===== config.mk =====
export PLATFORM = sky130hd
export DESIGN_NAME = pixel_dispatcher
export DESIGN_NICKNAME = d
export VERILOG_FILES = /design/src/rtl/mandel_pkg.sv /design/src/rtl/pixel_out_reg.sv /design/src/rtl/pixel_dispatcher.sv
export SDC_FILE = /design/constraint.sdc
export NUM_CORES = 1
export LEC_CHECK = 0
export BUFFER_PORTS_ARGS = -buffer_cell sky130_fd_sc_hd__buf_4
export CAP_MARGIN = 15
export CORE_MARGIN = 5
export CORE_UTILIZATION = 45
export DETAILED_ROUTE_END_ITERATION = 8
export GPL_TIMING_DRIVEN = 0
export PLACE_DENSITY = 0.68
export SLEW_MARGIN = 40
export SYNTH_ARGS = -nofsm -noshare
export SYNTH_HDL_FRONTEND = slang
export SYNTH_SLANG_ARGS = --single-unit
export TNS_END_PERCENT = 30

===== constraint.sdc =====
create_clock -name sysclk -period 6.1 [get_ports sysclk]
set_clock_uncertainty 0.05 [all_clocks]
set_input_delay 0 -clock sysclk [delete_from_list [all_inputs] [get_ports sysclk]]
set_output_delay 0 -clock sysclk [all_outputs]
set_load 0.05 [all_outputs]

===== src/rtl/mandel_pkg.sv =====
// Shared types for the Mandelbrot engine and its pixel dispatcher.
// Coordinates are signed fixed point with FRAC fractional bits.
package mandel_pkg;

  localparam int FRAC = 16;
  localparam int DW   = 8;
  localparam int XW   = 10;
  localparam int YW   = 9;

  typedef logic signed [31:0] fixed_t;

  typedef struct packed {
    logic [DW-1:0] depth;
    logic [XW-1:0] x;
    logic [YW-1:0] y;
    logic          sof;
    logic          eol;
  } pixel_t;

  typedef enum logic [2:0] {
    S_IDLE,
    S_ISSUE,
    S_WAIT,
    S_HOLD,
    S_DRAIN
  } disp_state_t;

endpackage


===== src/rtl/pixel_out_reg.sv =====
// One-entry valid/ready output register for the pixel stream.
// A load may coincide with the downstream accept of the old entry.
module pixel_out_reg
  import mandel_pkg::*;
(
  input  logic   sysclk,
  input  logic   reset,
  input  logic   load,
  input  pixel_t din,
  input  logic   ready,
  output logic   valid,
  output pixel_t dout,
  output logic   free
);

  assign free = ~valid | ready;

  // Slot register: reload wins over drain so a tied-high ready has no bubble.
  always_ff @(posedge sysclk or posedge reset) begin
    if (reset) begin
      valid <= 1'b0;
      dout  <= '0;
    end else if (load) begin
      valid <= 1'b1;
      dout  <= din;
    end else if (ready) begin
      valid <= 1'b0;
    end
  end

endmodule


===== src/rtl/pixel_dispatcher.sv =====
// Raster-order frame scanner feeding one depth engine per pixel.
// Coordinates advance by add/sub only; results leave on a valid/ready stream.
module pixel_dispatcher
  import mandel_pkg::*;
#(
  parameter int FRAC   = mandel_pkg::FRAC,
  parameter int WIDTH  = 640,
  parameter int HEIGHT = 480
) (
  input  logic        sysclk,
  input  logic        reset,
  input  logic        frame_start,
  input  logic [31:0] re_min,
  input  logic [31:0] im_max,
  input  logic [31:0] step,
  output logic        calc_start,
  output logic [9:0]  calc_x,
  output logic [8:0]  calc_y,
  output logic [31:0] calc_re_c,
  output logic [31:0] calc_im_c,
  input  logic        calc_done,
  input  logic [7:0]  calc_depth,
  output logic        px_valid,
  input  logic        px_ready,
  output logic [7:0]  px_data,
  output logic [9:0]  px_x,
  output logic [8:0]  px_y,
  output logic        px_sof,
  output logic        px_eol,
  output logic        frame_busy,
  output logic        frame_done
);

  if (WIDTH < 1 || WIDTH > 1024 || HEIGHT < 1 || HEIGHT > 512
      || FRAC < 0 || FRAC > 31) begin : g_bad_cfg
    $error("pixel_dispatcher: parameter out of range");
  end

  localparam logic [XW-1:0] X_LAST = XW'(WIDTH - 1);
  localparam logic [YW-1:0] Y_LAST = YW'(HEIGHT - 1);

  disp_state_t   state;
  disp_state_t   nxt;
  logic [XW-1:0] x;
  logic [YW-1:0] y;
  fixed_t        cur_re;
  fixed_t        cur_im;
  fixed_t        re_min_l;
  fixed_t        step_l;
  logic          latch;
  logic          adv;
  logic          load;
  logic          fd_set;
  logic          slot_free;
  logic          last;
  pixel_t        slot_in;
  pixel_t        slot_q;

  assign last = (x == X_LAST) && (y == Y_LAST);

  assign slot_in = '{
    depth: calc_depth,
    x:     x,
    y:     y,
    sof:   (x == '0) && (y == '0),
    eol:   (x == X_LAST)
  };

  // State register plus the registered end-of-frame pulse.
  always_ff @(posedge sysclk or posedge reset) begin
    if (reset) begin
      state      <= S_IDLE;
      frame_done <= 1'b0;
    end else begin
      state      <= nxt;
      frame_done <= fd_set;
    end
  end

  // Next state; done is only looked at in WAIT, a cycle past the start pulse.
  always_comb begin
    nxt        = state;
    calc_start = 1'b0;
    latch      = 1'b0;
    load       = 1'b0;
    adv        = 1'b0;
    fd_set     = 1'b0;
    unique case (state)
      S_IDLE: begin
        if (frame_start) begin
          latch = 1'b1;
          nxt   = S_ISSUE;
        end
      end
      S_ISSUE: begin
        calc_start = 1'b1;
        nxt        = S_WAIT;
      end
      S_WAIT: begin
        if (calc_done) begin
          if (slot_free) begin
            load = 1'b1;
            adv  = ~last;
            nxt  = last ? S_DRAIN : S_ISSUE;
          end else begin
            nxt = S_HOLD;
          end
        end
      end
      S_HOLD: begin
        if (slot_free) begin
          load = 1'b1;
          adv  = ~last;
          nxt  = last ? S_DRAIN : S_ISSUE;
        end
      end
      S_DRAIN: begin
        if (px_valid && px_ready) begin
          fd_set = 1'b1;
          nxt    = S_IDLE;
        end
      end
      default: nxt = S_IDLE;
    endcase
  end

  // Viewport latch and incremental raster walk; advance on the slot-load edge.
  always_ff @(posedge sysclk or posedge reset) begin
    if (reset) begin
      x        <= '0;
      y        <= '0;
      cur_re   <= '0;
      cur_im   <= '0;
      re_min_l <= '0;
      step_l   <= '0;
    end else if (latch) begin
      x        <= '0;
      y        <= '0;
      cur_re   <= re_min;
      cur_im   <= im_max;
      re_min_l <= re_min;
      step_l   <= step;
    end else if (adv) begin
      if (x != X_LAST) begin
        x      <= x + 1'b1;
        cur_re <= cur_re + step_l;
      end else begin
        x      <= '0;
        y      <= y + 1'b1;
        cur_re <= re_min_l;
        cur_im <= cur_im - step_l;
      end
    end
  end

  pixel_out_reg u_out (
    .sysclk (sysclk),
    .reset  (reset),
    .load   (load),
    .din    (slot_in),
    .ready  (px_ready),
    .valid  (px_valid),
    .dout   (slot_q),
    .free   (slot_free)
  );

  assign calc_x     = x;
  assign calc_y     = y;
  assign calc_re_c  = cur_re;
  assign calc_im_c  = cur_im;
  assign px_data    = slot_q.depth;
  assign px_x       = slot_q.x;
  assign px_y       = slot_q.y;
  assign px_sof     = slot_q.sof;
  assign px_eol     = slot_q.eol;
  assign frame_busy = (state != S_IDLE);

endmodule


# Word level (Yosys, flattened, before mapping)
# Cells that the tools add are included.
[word_totals]
regBits = 181
input_bits = 109
word_cells = 76
[op_classes]
n_reduce_logical = 11
bitwise = 3
eq_ne = 12
addsub = 4
muxes = 32
[ops]
columns = ["operator", "count"]
rows = [
  ["32-bit 2-to-1 mux", 6],
  ["32-bit adder", 1],
  ["32-bit subtractor", 1],
  ["10-bit 2-to-1 mux", 3],
  ["9-bit 2-to-1 mux", 3],
  ["3-bit 2-to-1 mux", 6],
  ["3-bit one-hot mux with 5 select lines", 1],
  ["1-bit 2-to-1 mux", 11],
  ["10-bit by 1-bit adder with 10-bit output (second input constant)", 1],
  ["10-bit == test (second input constant)", 1],
  ["10-bit zero test", 1],
  ["10-bit inequality test (second input constant)", 1],
  ["2-bit inequality test (second input constant)", 5],
  ["9-bit by 1-bit adder with 9-bit output (second input constant)", 1],
  ["9-bit == test (second input constant)", 1],
  ["9-bit zero test", 1],
  ["3-bit by 2-bit == test with 1-bit output (second input constant)", 2],
  ["1-bit one-hot mux with 2 select lines", 2],
  ["4-bit AND reduction", 1],
  ["2-bit nonzero test", 2],
  ["3-bit by 1-bit == test with 1-bit output (second input constant)", 1],
  ["3-bit == test (second input constant)", 1],
  ["1-bit logical AND", 3],
  ["3-bit zero test", 1],
  ["4 further kinds", 5],
]

# Depth between registers and ports, before layout
# Gate-level depths: netlist of run 1.
[logic_depth]
depth_word = 8
ltp_mapped = 13
depth_no_buf = 13

# By module
# From an unflattened synthesis of run 1, not the netlist that was laid out.
[unflattened]
cells_unflattened = 1227
hier_area_um2 = 11028.1
[modules_own_cells]
columns = ["module", "seq_area_each_um2", "instances", "area_each_um2", "cells_per_inst"]
rows = [
  ["pixel_dispatcher", 3778.6, 1, 9791.9, 1162],
  ["pixel_out_reg", 750.7, 1, 1236.2, 65],
]

# Least setup slack after synthesis of run 1
# Ideal clock, no wire load.
[synth_timing]
kind = "reg2reg"
startpoint = "register cur_re[0], in the netlist calc_re_c[0]"
endpoint = "register cur_re[30], in the netlist calc_re_c[30]"
t_arrival_ps = 2990
period_less_slack_ps = 3182
setup_time_ps = 142
n_path_buf = 0
path_slack_ps = 2918
stages_incl_launch_ff = 13
required_time_ps = 5908
path_cell_list = "dfrtp_1 > ha_1 > fa_1 > a21oi_1 > o21ai_0 > a21oi_1 > o21ai_0 > a21o_1 > o221ai_4 > o21ai_0 > o31ai_1 > xor2_1 > o221ai_1"
[synth_via]
elab_chain_len = 4
[synth_rtl]
columns = ["item", "line_no", "text"]
rows = [
  ["start, declared", "pixel_dispatcher.sv:46", "fixed_t cur_re;"],
  ["start signal, assigned", "pixel_dispatcher.sv:139", "cur_re <= re_min;"],
  ["start signal, assigned", "pixel_dispatcher.sv:146", "cur_re <= cur_re + step_l;"],
  ["start signal, assigned", "pixel_dispatcher.sv:150", "cur_re <= re_min_l;"],
  ["32-bit adder", "pixel_dispatcher.sv:146", ""],
  ["32-bit 2-to-1 mux", "pixel_dispatcher.sv:144", "if (x != X_LAST) begin"],
  ["32-bit 2-to-1 mux", "pixel_dispatcher.sv:143", "end else if (adv) begin"],
  ["32-bit 2-to-1 mux", "pixel_dispatcher.sv:136", "end else if (latch) begin"],
]
# No other way between the ends. The select of a mux whose other input is x is not followed.
# A chain may end at the register's enable or synchronous reset.

# Worst setup path after layout of run 1
[layout_timing]
startpoint = "register cur_im[0], in the netlist calc_im_c[0]"
endpoint = "register cur_im[30], in the netlist calc_im_c[30]"
[layout_via]
elab_chain_len = 4
[layout_rtl]
columns = ["item", "line_no", "text"]
rows = [
  ["start, declared", "pixel_dispatcher.sv:47", "fixed_t cur_im;"],
  ["start signal, assigned", "pixel_dispatcher.sv:140", "cur_im <= im_max;"],
  ["start signal, assigned", "pixel_dispatcher.sv:151", "cur_im <= cur_im - step_l;"],
  ["32-bit subtractor", "pixel_dispatcher.sv:151", ""],
  ["32-bit 2-to-1 mux", "pixel_dispatcher.sv:144", ""],
  ["32-bit 2-to-1 mux", "pixel_dispatcher.sv:143", ""],
  ["32-bit 2-to-1 mux", "pixel_dispatcher.sv:136", ""],
]
# No other way between the ends. The select of a mux whose other input is x is not followed.

==> summary.md, run 1 <==
The flow ran to the end, and the final reports show no timing, DRC or antenna violations. The clock-pin slew on the worst setup and hold paths is 0.07 ns. Dividing total power by cell area gives a power density of 619 nW/um^2. After detailed routing, the number of remaining DRC violations is 0. In this run the worst path has a maximum fanout of 4.

TritonCTS built the clock tree. During placement, the flow inserted port buffers numbering 224. Number of enable-type register cells in the synthesized netlist: 0.

The tools report the clock network latency to the later pin of the worst-skew pair as 0.43 ns. After detailed routing, the wire length on met1 is 15800 um. The number of nets in the synthesized netlist came out at 1412.

Wire segments on met3 add up to 2100 um in the final route. The tools report the origin of the critical flop-to-flop path as calc_im_c[0]. The data required time of the critical path is 6.36 ns, and the count of H-tree levels built during CTS is 4. The final route contains 10500 vias.

The kind of path behind the tightest hold check was in -> async. The number of cells upsized or downsized after cts is 0, and the shortest clock period the worst path allows after layout is 3.50 ns. The ratio of routed vias to standard cells works out to 5.45.

Leaving out fill and tap cells, the most frequent cells in the layout are sky130_fd_sc_hd__buf_4 (244), sky130_fd_sc_hd__nand2_1 (226), sky130_fd_sc_hd__dfrtp_1 (181). The routed design has 35500 um of wire. The cell count after synthesis came out at 1235. The end of the worst register-to-register path is calc_im_c[30]. The top layer used by detailed routing was met4.

The tools report the final estimated routing congestion in global placement as 0.954. In this run the register-to-register setup slack is 2.60 ns. In this run the cell area of the synthesized design comes to 10900 um^2. Traced cell by cell, the critical path runs through inv_1 -> ha_1 -> fa_1 -> nor2b_1 -> o21a_1 -> o21ai_0 -> a21oi_1 -> o21ai_1 -> a21oi_1 -> o2111ai_1 -> a21oi_1 -> mux2i_1 -> nand3_1. Setup violations remaining at the end of the flow were counted as 0. The width of the die is 166 um, and the count of nets after finishing is 1764.

The number of global-route vias before repair was 10200. In the synthesized netlist the dominant register cell turns out to be sky130_fd_sc_hd__dfrtp_1. The I/O pin total was 225. The largest net degree at the start of global routing was 77; the count of state elements after synthesis was 181.

Data arrives at the worst endpoint at 3.76 ns. The total area inside the core boundary comes to 24100 um^2. The warning count from the yosys run came out at 0. The slowest stage of the critical path belongs to the cell sky130_fd_sc_hd__dfrtp_1. After global routing the overflow that remains totals 0. The type of destination of the critical path is a flop. The HPWL after detailed placement is 26600 um. Setup repair after global routing left no endpoint under its margin. For this block, the initial DRC count from the detailed router was 688. The hold violation total from the final report came out at 0. The launching element type of the critical path is a flop.

The post-CTS setup repair buffer count was 0. The cell repeated most along the worst path is sky130_fd_sc_hd__a21oi_1. The first global-routing pass estimated 55400 um of wire. For the pin with the worst max-slew slack, the measured transition is 0.862 ns. The area growth from synthesis to layout is 34.9%. The longest individual stage delay on the worst path is 0.43 ns, and the final critical-path setup slack is 2.60 ns. In this run the remaining antenna-violating nets after routing total 0. The tools report the first-pass detailed-route iteration total as 6. The number of antenna cells inserted is 0. In this run the vertical extent of the chip is 166 um. The max-slew violation count was 0; the total instance count after detailed placement was 1785. The floorplan has 57 rows. Across every metal layer, demand over resource in global routing totals 25.1%. The category of the critical setup timing path was reg -> reg. After synthesis, the netlist uses 78 different library cells. The worst slew margin relative to its limit came out at 42.3%. After detailed routing, the met2 layer carries 16900 um of wire.

The most frequent standard cell in the layout excluding fill and tap cells is sky130_fd_sc_hd__buf_4. The worst-case clock buffer depth came out at 2. Static timing analysis puts the maximum clock frequency at 0.285 GHz. For the non-filler instance count after layout, the log shows 1922. A synthesized cell averages 8.83 um^2. The count of maximum capacitance violations was 0.

Summed over all cells, the static leakage comes to 7.04 nW. Number of antenna violations at the first check in global routing: 0. The final clock period utilization by the worst path works out to 57.4%. The worst path buffer plus inverter count was 1. IR analysis of the VDD net gives a maximum drop of 0.328 mV. The tools report the clock tree root driver cell as sky130_fd_sc_hd__clkbuf_16.

Measured in cells, the most critical reg-to-reg path has a length of 13. Sequential cells were found to cover 41.5% of the synthesized design area. Clock tree synthesis found a total of 181 sinks. Prior to clock tree synthesis, the placed netlist has a worst setup slack of 2.69 ns. The ratio of cells with drive above 1 in the final layout is 21.2%.

The cell family with the largest share of critical-path delay is compound AO/OA/AOI/OAI gates. After detailed routing, the average wire length per cell comes to 18.5 um. The number of buffers added by the clock tree synthesis step is 17, and the share of flip-flops with an asynchronous set or reset after synthesis is 100%. The starting density of the core came out at 45.3%. The floorplan step defined a die boundary enclosing 27500 um^2. Tracing the worst setup path back leads to its startpoint at calc_im_c[0].
worst min-delay path, delay by kind of cell:
kind | cells | cell delay, ns
buffers and inverters | 3 | 0.98
layer usage:
layer,track usage [%],vias up
met5,0,-
met4,7.10,0
met3,3.67,46
met2,42.0,408
met1,34.1,4998
li1,-,5028
repair_timing:
action | 4_1_cts | 5_1_grt
endpoints found under the hold margin | 220 | 0
setup endpoints to repair | 0 | 0
hold buffers | 107 | 0
worst max path at each step:
stage | slack (ns) | to | depth (start not counted)
6_report | 2.60 | calc_im_c[30] | 13
5_1_grt | 2.40 | calc_re_c[26] | 12
4_1_cts | 2.65 | calc_im_c[30] | 13
3_5_place_dp | 2.69 | calc_re_c[26] | 12
3_3_place_gp | -1.03 | step_l[26] | 2
2_1_floorplan | 1.13 | calc_im_c[0] | 1
Yosys cell counts, drive strengths merged, types with 16 or more instances:
cell	n	share of area (%)
o21ai	114	5.3
buf	39	2.4
xor2	32	2.6
ha	66	7.6
nand2	228	7.9
a31oi	16	0.92
a21o	29	2.0
clkbuf	32	1.1
dfrtp	181	42
xnor2	31	2.5
inv	52	1.8
nor3	23	1.1
nand3	17	0.83
nor2	92	3.2
a21oi	86	4.0
mux2	29	3.0
power breakdown:
part / leakage [nW] / internal (W) / total [W] / switching [W]
Clock: 0.270 / 0.000623 / 0.00111 / 0.000487
Sequential: 2.25 / 0.00169 / 0.00213 / 0.000438
Combinational: 4.52 / 0.00222 / 0.00587 / 0.00365
Total: 7.04 / 0.00453 / 0.00910 / 0.00457
flip-flops by register name (all words and copies together), names as in the netlist:
signal       cells
u_out.dout      29
step_l          32
calc_y           9
calc_im_c       32
re_min_l        32
frame_done       1
u_out.valid      1
calc_x          10
calc_re_c       32
state            3
area by class of cell:
type                            instances  area [um^2]
Sequential cell                       181         4530
Clock inverter                         11          129
Multi-Input combinational cell        931         5810
Inverter                               52          203
Timing Repair Buffer                  333         2810
Clock buffer                           19          453
Tap cell                              324          405
Fill cell                            2118         9400
Buffer                                 71          378
kinds of logic (layout without fill, tap and decap cells):
kind of cell | count (synthesis) | after routing | synth area share [%]
AND/OR/NAND/NOR | 433 | 433 | 17.7
XOR/XNOR | 63 | 63 | 5.06
buffers and inverters | 123 | 486 | 5.25
multiplexers | 31 | 31 | 3.18
AO/OA/AOI/OAI | 336 | 336 | 19.4
adder cells (fa/ha/maj) | 68 | 68 | 7.94
flip-flops | 181 | 181 | 41.5
through the flow:
stage                     utilization, %  setup TNS [ns]  hold WS [ns]  cell area [um^2]  power [W]
after CTS                           61.0               0         0.103             14700    0.00907
after global routing                61.0               0         0.144             14700    0.00975
after floorplan                        -               0        0.0554             10900    0.00636
final                               61.0               0        0.0890             14700    0.00910
after detailed placement            54.2               0       0.00361             13100    0.00788
after global placement              53.9         -182.66         0.150             13000    0.00779
Note: power is estimated with default switching activity, not from simulation.
==> run 2, diff against run 1 <==
ABC_AREA = 1   (was unset)
PLACE_DENSITY = 0.69   (was 0.68)
clock period = 3.12 ns   (was 6.1 ns; I/O delays follow)
==> run 2 against run 1 <==
  * Die area grew 14%
  * Register-to-register slack lost 2.1 ns
  * Via count grew 29%
  * Core utilization shrank 0.99 points
  * Sequential cell count is the same
  * Final area grew 13%
  * Cell count grew 35%
  * Routed wire length grew 29%
  * Sequential share of layout area shrank 3.5 points
  * Fmax grew 35%
  * Critical path type unchanged
==> summary.md, run 2 <==
The count of maximum capacitance violations is 0 (unchanged). The final design instance area without fill is 16600 um^2 (+13%). The width of the die is 177 um (+6.8%). The clock network latency to the later pin of the worst-skew pair came out at 0.45 ns (+0.02 ns). The final estimated routing congestion in global placement came out at 0.960 (+0.59%). The worst setup path is launched from a flop. The fraction of the mapped netlist area in simple logic gates works out to 31.2% (+14 points). The run gives 46.8% (+4.5 points) as the worst slew margin relative to its limit. The layout overhead on the synthesized area came out at 32.3%.

The count of H-tree levels built during CTS is 4 (unchanged), and the number of enable-type register cells in the synthesized netlist is 0 (unchanged). The end of the worst register-to-register path was calc_im_c[28]. The final clock period utilization by the worst path came out at 83.2% (+26 points). The half-perimeter wire length after detailed placement was 35700 um (+34%); the shortest clock period the worst path allows after layout was 2.59 ns (-0.909 ns). The measured slew at the worst slew-check pin came out at 0.798 ns (-0.0645 ns). The clock-pin slew on the worst setup and hold paths was 0.09 ns (+0.02 ns); the first-pass detailed-route iteration total was 7 (+1). The total global routing track utilization was 29.3% (+4.2 points).

The xor/xnor cell area share of the yosys netlist is 2.45% (-2.6 points), and the pre-CTS setup slack is 0.546 ns (-2.15 ns). The logs give 1030 (+50%) for the violation count after the first detailed-route iteration and 1852 (+50%) for the number of cells produced by synthesis. The tools report the data required time of the critical path as 3.40 ns (-2.96 ns). In this run the critical register-to-register path is launched from step_l[0]. Termination of the worst setup path: calc_im_c[28]. The cell count of the worst reg-to-reg path was 12 (-1); the die height was 177 um (+6.8%). The logs give 17 (unchanged) for the number of buffers added by the clock tree synthesis step and 2 (unchanged) for the worst-case clock buffer depth. For the critical path arrival, the log shows 2.88 ns (-0.88 ns). The run gives 12500 um^2 (+15%) as the cell area after synthesis.

TritonCTS built the clock tree. In this run the worst hold path is classified as in -> reg. In the layout the commonest cells are sky130_fd_sc_hd__nand2_1 (608), sky130_fd_sc_hd__buf_4 (249), sky130_fd_sc_hd__inv_1 (246).

Sorting the synthesized cells by area gives the leading types as sky130_fd_sc_hd__dfrtp_1 (36%), sky130_fd_sc_hd__nand2_1 (18%), sky130_fd_sc_hd__inv_1 (7.4%). The share of flip-flops with an asynchronous set or reset after synthesis was 100% (unchanged); the storage element area was 4530 um^2 (unchanged). Most frequent standard cell in the layout excluding fill and tap cells: sky130_fd_sc_hd__nand2_1. The via count was 13500 (+29%); the hold violation total from the final report was 0 (unchanged). The start point of the critical path was step_l[0]. The number of I/O port buffers is 224 (unchanged), and the area of the multi-input gates is 6650 um^2 (+15%). The adder-cell share of the synthesized area works out to 6.91% (-1.0 points). The I/O pin total was 225 (unchanged); the number of nets in the synthesized netlist was 2029 (+44%). The fraction of synthesized cell area taken by the top area cell type came out at 36.1% (-5.4 points). The share of the synthesized area in compound gates (AO/OA/AOI/OAI) is 12.5% (-6.8 points).

The clock tree root driver cell is sky130_fd_sc_hd__clkbuf_16. The largest net degree at the start of global routing is 27 (-65%). The largest total area in the synthesized netlist belongs to sky130_fd_sc_hd__dfrtp_1. The tools report the remaining number of nets flagged by the antenna check after routing as 0 (unchanged). The ratio of routed vias to standard cells was 5.18 (-4.9%); the final critical-path setup slack was 0.526 ns (-2.07 ns). The maximum fanout along the worst path came out at 3 (-1). The total die area is 31300 um^2 (+14%). The synthesized area per cell came out at 6.77 um^2 (-23%).

The total global routing overflow is 0 (unchanged). By count the netlist is led by sky130_fd_sc_hd__nand2_1 (608), sky130_fd_sc_hd__inv_1 (247), sky130_fd_sc_hd__dfrtp_1 (181). Count of nets after finishing: 2389 (+35%). The count of state elements after synthesis works out to 181 (unchanged). The ratio of cells with drive above 1 in the final layout works out to 15.0% (-6.2 points).

Setup repair after global routing left no endpoint under its margin. Number of cells upsized or downsized after cts: 0 (unchanged). The warning count from the yosys run is 0 (unchanged).

The worst setup path is captured at a flop. The DRC violation count after routing is 0 (unchanged). Category of the critical setup timing path: reg -> reg.

The tools report the number of setup violations in the final report as 0 (unchanged). The run gives 45.4% (+0.11 points) as the starting density of the core. The run finished with clean final reports. Among all flip-flop cells after synthesis, the most frequent one is sky130_fd_sc_hd__dfrtp_1.

For the setup slack on the worst flop-to-flop path, the log shows 0.53 ns (-2.07 ns). The detailed-route wire length per cell was 17.5 um (-5.1%). The fraction of synthesized area in multiplexers came out at 0% (-3.2 points).

For the area of the placeable core, the log shows 27600 um^2 (+15%). The number of rows created at floorplan is 61 (+7.0%), and the cell area after placement is 14900 um^2 (+14%). The tools report the number of sinks on the clock net as 181 (unchanged). Distinct cell type count of the synthesized netlist: 46 (-41%).

The maximum operating frequency is 0.385 GHz (+35%). By instance count, the leading cell after synthesis is sky130_fd_sc_hd__nand2_1. Max-slew violation count: 0 (unchanged). The run gives 45700 um (+29%) as the aggregate routed wire length. After synthesis, the largest family of logic cells by area is simple AND/OR/NAND/NOR gates. The run gives 36.1% (-5.4 points) as the register area share after synthesis. The logs give 1 (+1) for the number of antenna violations at the first check in global routing and 71500 um (+29%) for the global-route wire length before repair. The number of fill cells in the layout was 2677 (+26%); the number of global-route vias before repair was 13200 (+30%).
-- run 2: area by class of cell --
class	instances	share of cell area [%]
Multi-Input combinational cell	1346	40.1
Clock buffer	18	2.65
Clock inverter	14	1.04
Tap cell	378	2.85
Inverter	255	5.83
Antenna cell	1	0.0151
Sequential cell	181	27.3
Timing Repair Buffer	341	17.9
Buffer	70	2.33
-- run 2: how the worst min path moves through the flow --
stage,start,to,cells after the start
global placement,calc_depth[3],u_out.dout[24],3
detailed placement,reset,calc_im_c[4],2
CTS,calc_depth[5],u_out.dout[26],4
floorplan,calc_depth[0],u_out.dout[21],2
finish,calc_depth[1],u_out.dout[22],4
global route,calc_depth[3],u_out.dout[24],4
-- run 2: timing repair --
action | in CTS | in global routing
buffers inserted | 0 | 0
hold buffers | 109 | 0
endpoints found under the hold margin | 207 | 0
-- run 2: logic make-up (layout without fill, tap and decap cells) --
logic type,Yosys count,in the layout
buf+inv,325,698
compound gates,290,290
xor+xnor,35,35
other cells,0,1
fa+ha+maj,68,68
flops,181,181
simple gates,953,953
-- run 2: critical path: stages (launching register included) --
cell and delay, ns:
sky130_fd_sc_hd__dfrtp_1 0.45, sky130_fd_sc_hd__ha_1 0.25, sky130_fd_sc_hd__fa_1 0.42, sky130_fd_sc_hd__o21ai_0 0.36, sky130_fd_sc_hd__nand2_1 0.09, sky130_fd_sc_hd__nand2_1 0.14, sky130_fd_sc_hd__nand2_1 0.08, sky130_fd_sc_hd__nand2_1 0.14
sky130_fd_sc_hd__nand2_1 0.13, sky130_fd_sc_hd__nand3_1 0.10, sky130_fd_sc_hd__nand2_1 0.05, sky130_fd_sc_hd__o21ai_0 0.16, sky130_fd_sc_hd__nand2_1 0.06
-- run 2: per-layer routing --
metal  vias up  wire length, um  GRT usage, %
met5         -                0             0
met4         0             1450          10.2
met3        85             2770          4.12
met2       496            21300          47.9
met1      6319            20100          40.1
li1       6601                -             -
-- run 2: through the flow --
stage / std cells / util [%] / hold slack [ns] / setup TNS [ns]
finish: 2604 / 60.0 / 0.238 / 0
floorplan: 1852 / - / 0.0596 / 0
CTS: 2603 / 60.0 / 0.218 / 0
global placement: 2454 / 53.2 / 0.145 / -81.23
detailed placement: 2462 / 53.9 / -0.0922 / 0
global route: 2604 / 60.0 / 0.240 / 0
Power of run 2 is left out: the tool's default activity adds up to more than one toggle a clock period on the data nets, which glitch-free logic cannot reach.
==> run 3, diff against run 2 <==
PLACE_DENSITY = 0.67   (was 0.69)
clock period = 2.4 ns   (was 3.12 ns; I/O delays follow)
==> run 3 against run 2 <==
  * Register-to-register slack got worse by 0.46 ns
  * Sequential share of layout area fell by 0.16 points
  * Via count increased by 0.36%
  * Worst setup slack got worse by 0.46 ns
  * Critical path depth shrank 3
  * Routed wire length increased by 2.7%
  * Non-clock buffer count increased by 2
  * Clock-buffer cell count did not move
  * Core utilization increased by 0.41 points
  * Critical path type unchanged
  * Highest routed layer unchanged
==> summary.md, run 3 (synthesis results as in run 2) <==
STA classifies the critical path startpoint as a flop. The critical path arrival is 2.61 ns (-0.27 ns). The critical path goes through ha_1 -> nand3_2 -> nor2_4 -> inv_2 -> nor2_4 -> buf_2 -> nand3_1 -> nor2_1 -> nor2_1.

The area of the placeable core is 27600 um^2 (unchanged). The run gives 17 (unchanged) as the number of buffers added by the clock tree synthesis step. The number of setup violations in the final report is 0 (unchanged). Clock network latency to the later pin of the worst-skew pair: 0.45 ns (about the same). The number of sinks on the clock net is 181 (unchanged).

The termination of the worst setup path is calc_im_c[15]. The maximum fanout along the worst path was 10 (+7). The longest individual stage delay on the worst path came out at 0.45 ns (about the same). The end of the worst register-to-register path was calc_im_c[15]. For the count of nets after finishing, the log shows 2391 (+0.084%). The run gives 0 (unchanged) as the remaining number of nets flagged by the antenna check after routing. The final clock period utilization by the worst path was 97.1% (+14 points). The final critical-path setup slack was 0.0695 ns (-0.456 ns); the worst slew margin relative to its limit was 46.3% (-0.56 points).

The maximum operating frequency was 0.429 GHz (+11%); the die height was 177 um (unchanged). The total global routing overflow came out at 0 (unchanged). Type of destination of the critical path: a flop. The run gives 4 (unchanged) as the count of H-tree levels built during CTS.

Clock tree synthesis selected as its root buffer the cell sky130_fd_sc_hd__clkbuf_16. For the count of maximum capacitance violations, the log shows 0 (unchanged). The run finished with clean final reports.

The first-pass detailed-route iteration total is 6 (-1), and the ratio of routed vias to standard cells is 5.20 (+0.25%). The worst path buffer plus inverter count was 2 (+2). The I/O pin total came out at 225 (unchanged). Number of cells on the critical path: 9 (-3).

The tools report the starting density of the core as 45.4% (unchanged). The logs give 0.964 (+0.49%) for the final estimated routing congestion in global placement and 46900 um (+2.7%) for the aggregate routed wire length. The number of rows created at floorplan came out at 61 (unchanged). The kind of cell with the highest combined delay along the critical path is simple AND/OR/NAND/NOR gates.

The clock-pin slew on the worst setup and hold paths came out at 0.08 ns (about the same). The half-perimeter wire length after detailed placement was 36800 um (+3.0%). The library cell used most frequently in the layout, excluding fill and tap cells, is sky130_fd_sc_hd__nand2_1.

The worst register-to-register path begins at calc_x[0]. The logs give 29.8% (+0.47 points) for the total global routing track utilization and 1126 (+9.3%) for the violation count after the first detailed-route iteration. Setup repair after global routing could not meet its margin everywhere. The max-slew violation count was 0 (unchanged). TritonCTS built the clock tree.

The tools report the worst-case clock buffer depth as 2 (unchanged). The critical path in this run is classified as reg -> reg. The width of the die is 177 um (unchanged).

The hold violation total from the final report came out at 0 (unchanged). The run gives 72400 um (+1.2%) as the global-route wire length before repair. The critical path starts at calc_x[0].

The library cells used most frequently in the layout, excluding fill and tap cells, are sky130_fd_sc_hd__nand2_1 (600), sky130_fd_sc_hd__buf_4 (250), sky130_fd_sc_hd__inv_1 (246). The via count came out at 13600 (+0.36%). The largest net degree at the start of global routing is 26 (-3.7%), and the number of global-route vias before repair is 13200 (-0.59%).

DRC violation count after routing: 0 (unchanged). The number of I/O port buffers came out at 224 (unchanged). The ratio of cells with drive above 1 in the final layout was 16.7% (+1.7 points).

Data required time of the critical path: 2.68 ns (-0.72 ns). The cell count of the worst reg-to-reg path is 9 (-3), and the measured slew at the worst slew-check pin is 0.806 ns (+0.00836 ns). Kind of path behind the tightest hold check: in -> async. The setup slack on the worst flop-to-flop path came out at 0.07 ns (-0.46 ns).

The run gives 31300 um^2 (unchanged) as the total die area. The detailed-route wire length per cell came out at 18.0 um (+2.5%). The layout overhead on the synthesized area is 33.3%, and the shortest clock period the worst path allows after layout is 2.33 ns (-0.264 ns).

The run gives 1 (unchanged) as the number of antenna violations at the first check in global routing. On the critical path, the stage with the largest delay is an instance of sky130_fd_sc_hd__dfrtp_1. The run gives -0.218 ns (-0.764 ns) as the pre-CTS setup slack.
## run 3: cell count changes in the layout (fill, tap and decap cells not counted), moves of 5 or more
cell,before,now
sky130_fd_sc_hd__nand2_1,608,600
sky130_fd_sc_hd__nand2_2,1,9
sky130_fd_sc_hd__nand3_1,117,111
sky130_fd_sc_hd__nand3_2,1,7
sky130_fd_sc_hd__a21oi_1,117,112
sky130_fd_sc_hd__a21oi_2,0,5
sky130_fd_sc_hd__ha_1,66,61
sky130_fd_sc_hd__ha_2,0,5
## run 3: repair_timing
item                                   CTS  global route
gates resized for setup                  8            39
pin swaps                                1             4
setup endpoints to repair               29            67
hold buffers                           108             0
endpoints found under the hold margin  250             0
buffers inserted                         1             2
## run 3: layer usage
| metal | global-route usage (%) | wire [um] | vias to the layer above |
|---|---|---|---|
| met1 | 40.7 | 20600 | 6412 |
| met2 | 49.7 | 22300 | 445 |
| met4 | 7.48 | 1100 | 0 |
| met3 | 4.64 | 2920 | 77 |
| li1 | - | - | 6616 |
| met5 | 0 | 0 | - |
## run 3: how the worst min path moves through the flow
stage | from | end | slack, ns | depth (start not counted)
finish | reset | calc_im_c[4] | 0.03 | 3
global route | reset | calc_y[3] | 0.04 | 3
CTS | reset | calc_im_c[4] | 0.02 | 3
detailed placement | reset | calc_im_c[5] | -0.05 | 2
global placement | calc_depth[7] | u_out.dout[28] | 0.14 | 3
floorplan | calc_depth[0] | u_out.dout[21] | 0.06 | 2
## run 3: final cells by class
cell class	instances	area, um^2
plain buffers	70	399
flip-flops and latches	181	4530
clock buffers	18	429
repair buffers	343	2980
multi-input cells	1346	6760
clock inverters	14	155
well taps	378	473
fillers	2714	10900
inverters	255	967
diodes	2	5.00
## run 3: worst min-delay path: cells and delay by family
kind,cells,cell delay (ns)
buffers and inverters,3,0.92
## run 3: stage by stage
step                cells  util, %  cell area [um^2]  hold WS (ns)  setup TNS (ns)
finish               2607     60.4             16700        0.0259               0
global route         2606     60.4             16700        0.0380          -0.140
CTS                  2603     60.0             16600        0.0155               0
detailed placement   2462     53.9             14900       -0.0515           -1.52
global placement     2454     53.2             14700         0.145         -209.35
floorplan            1852        -             12500        0.0596          -0.464
Power of run 3 is left out for the same reason.
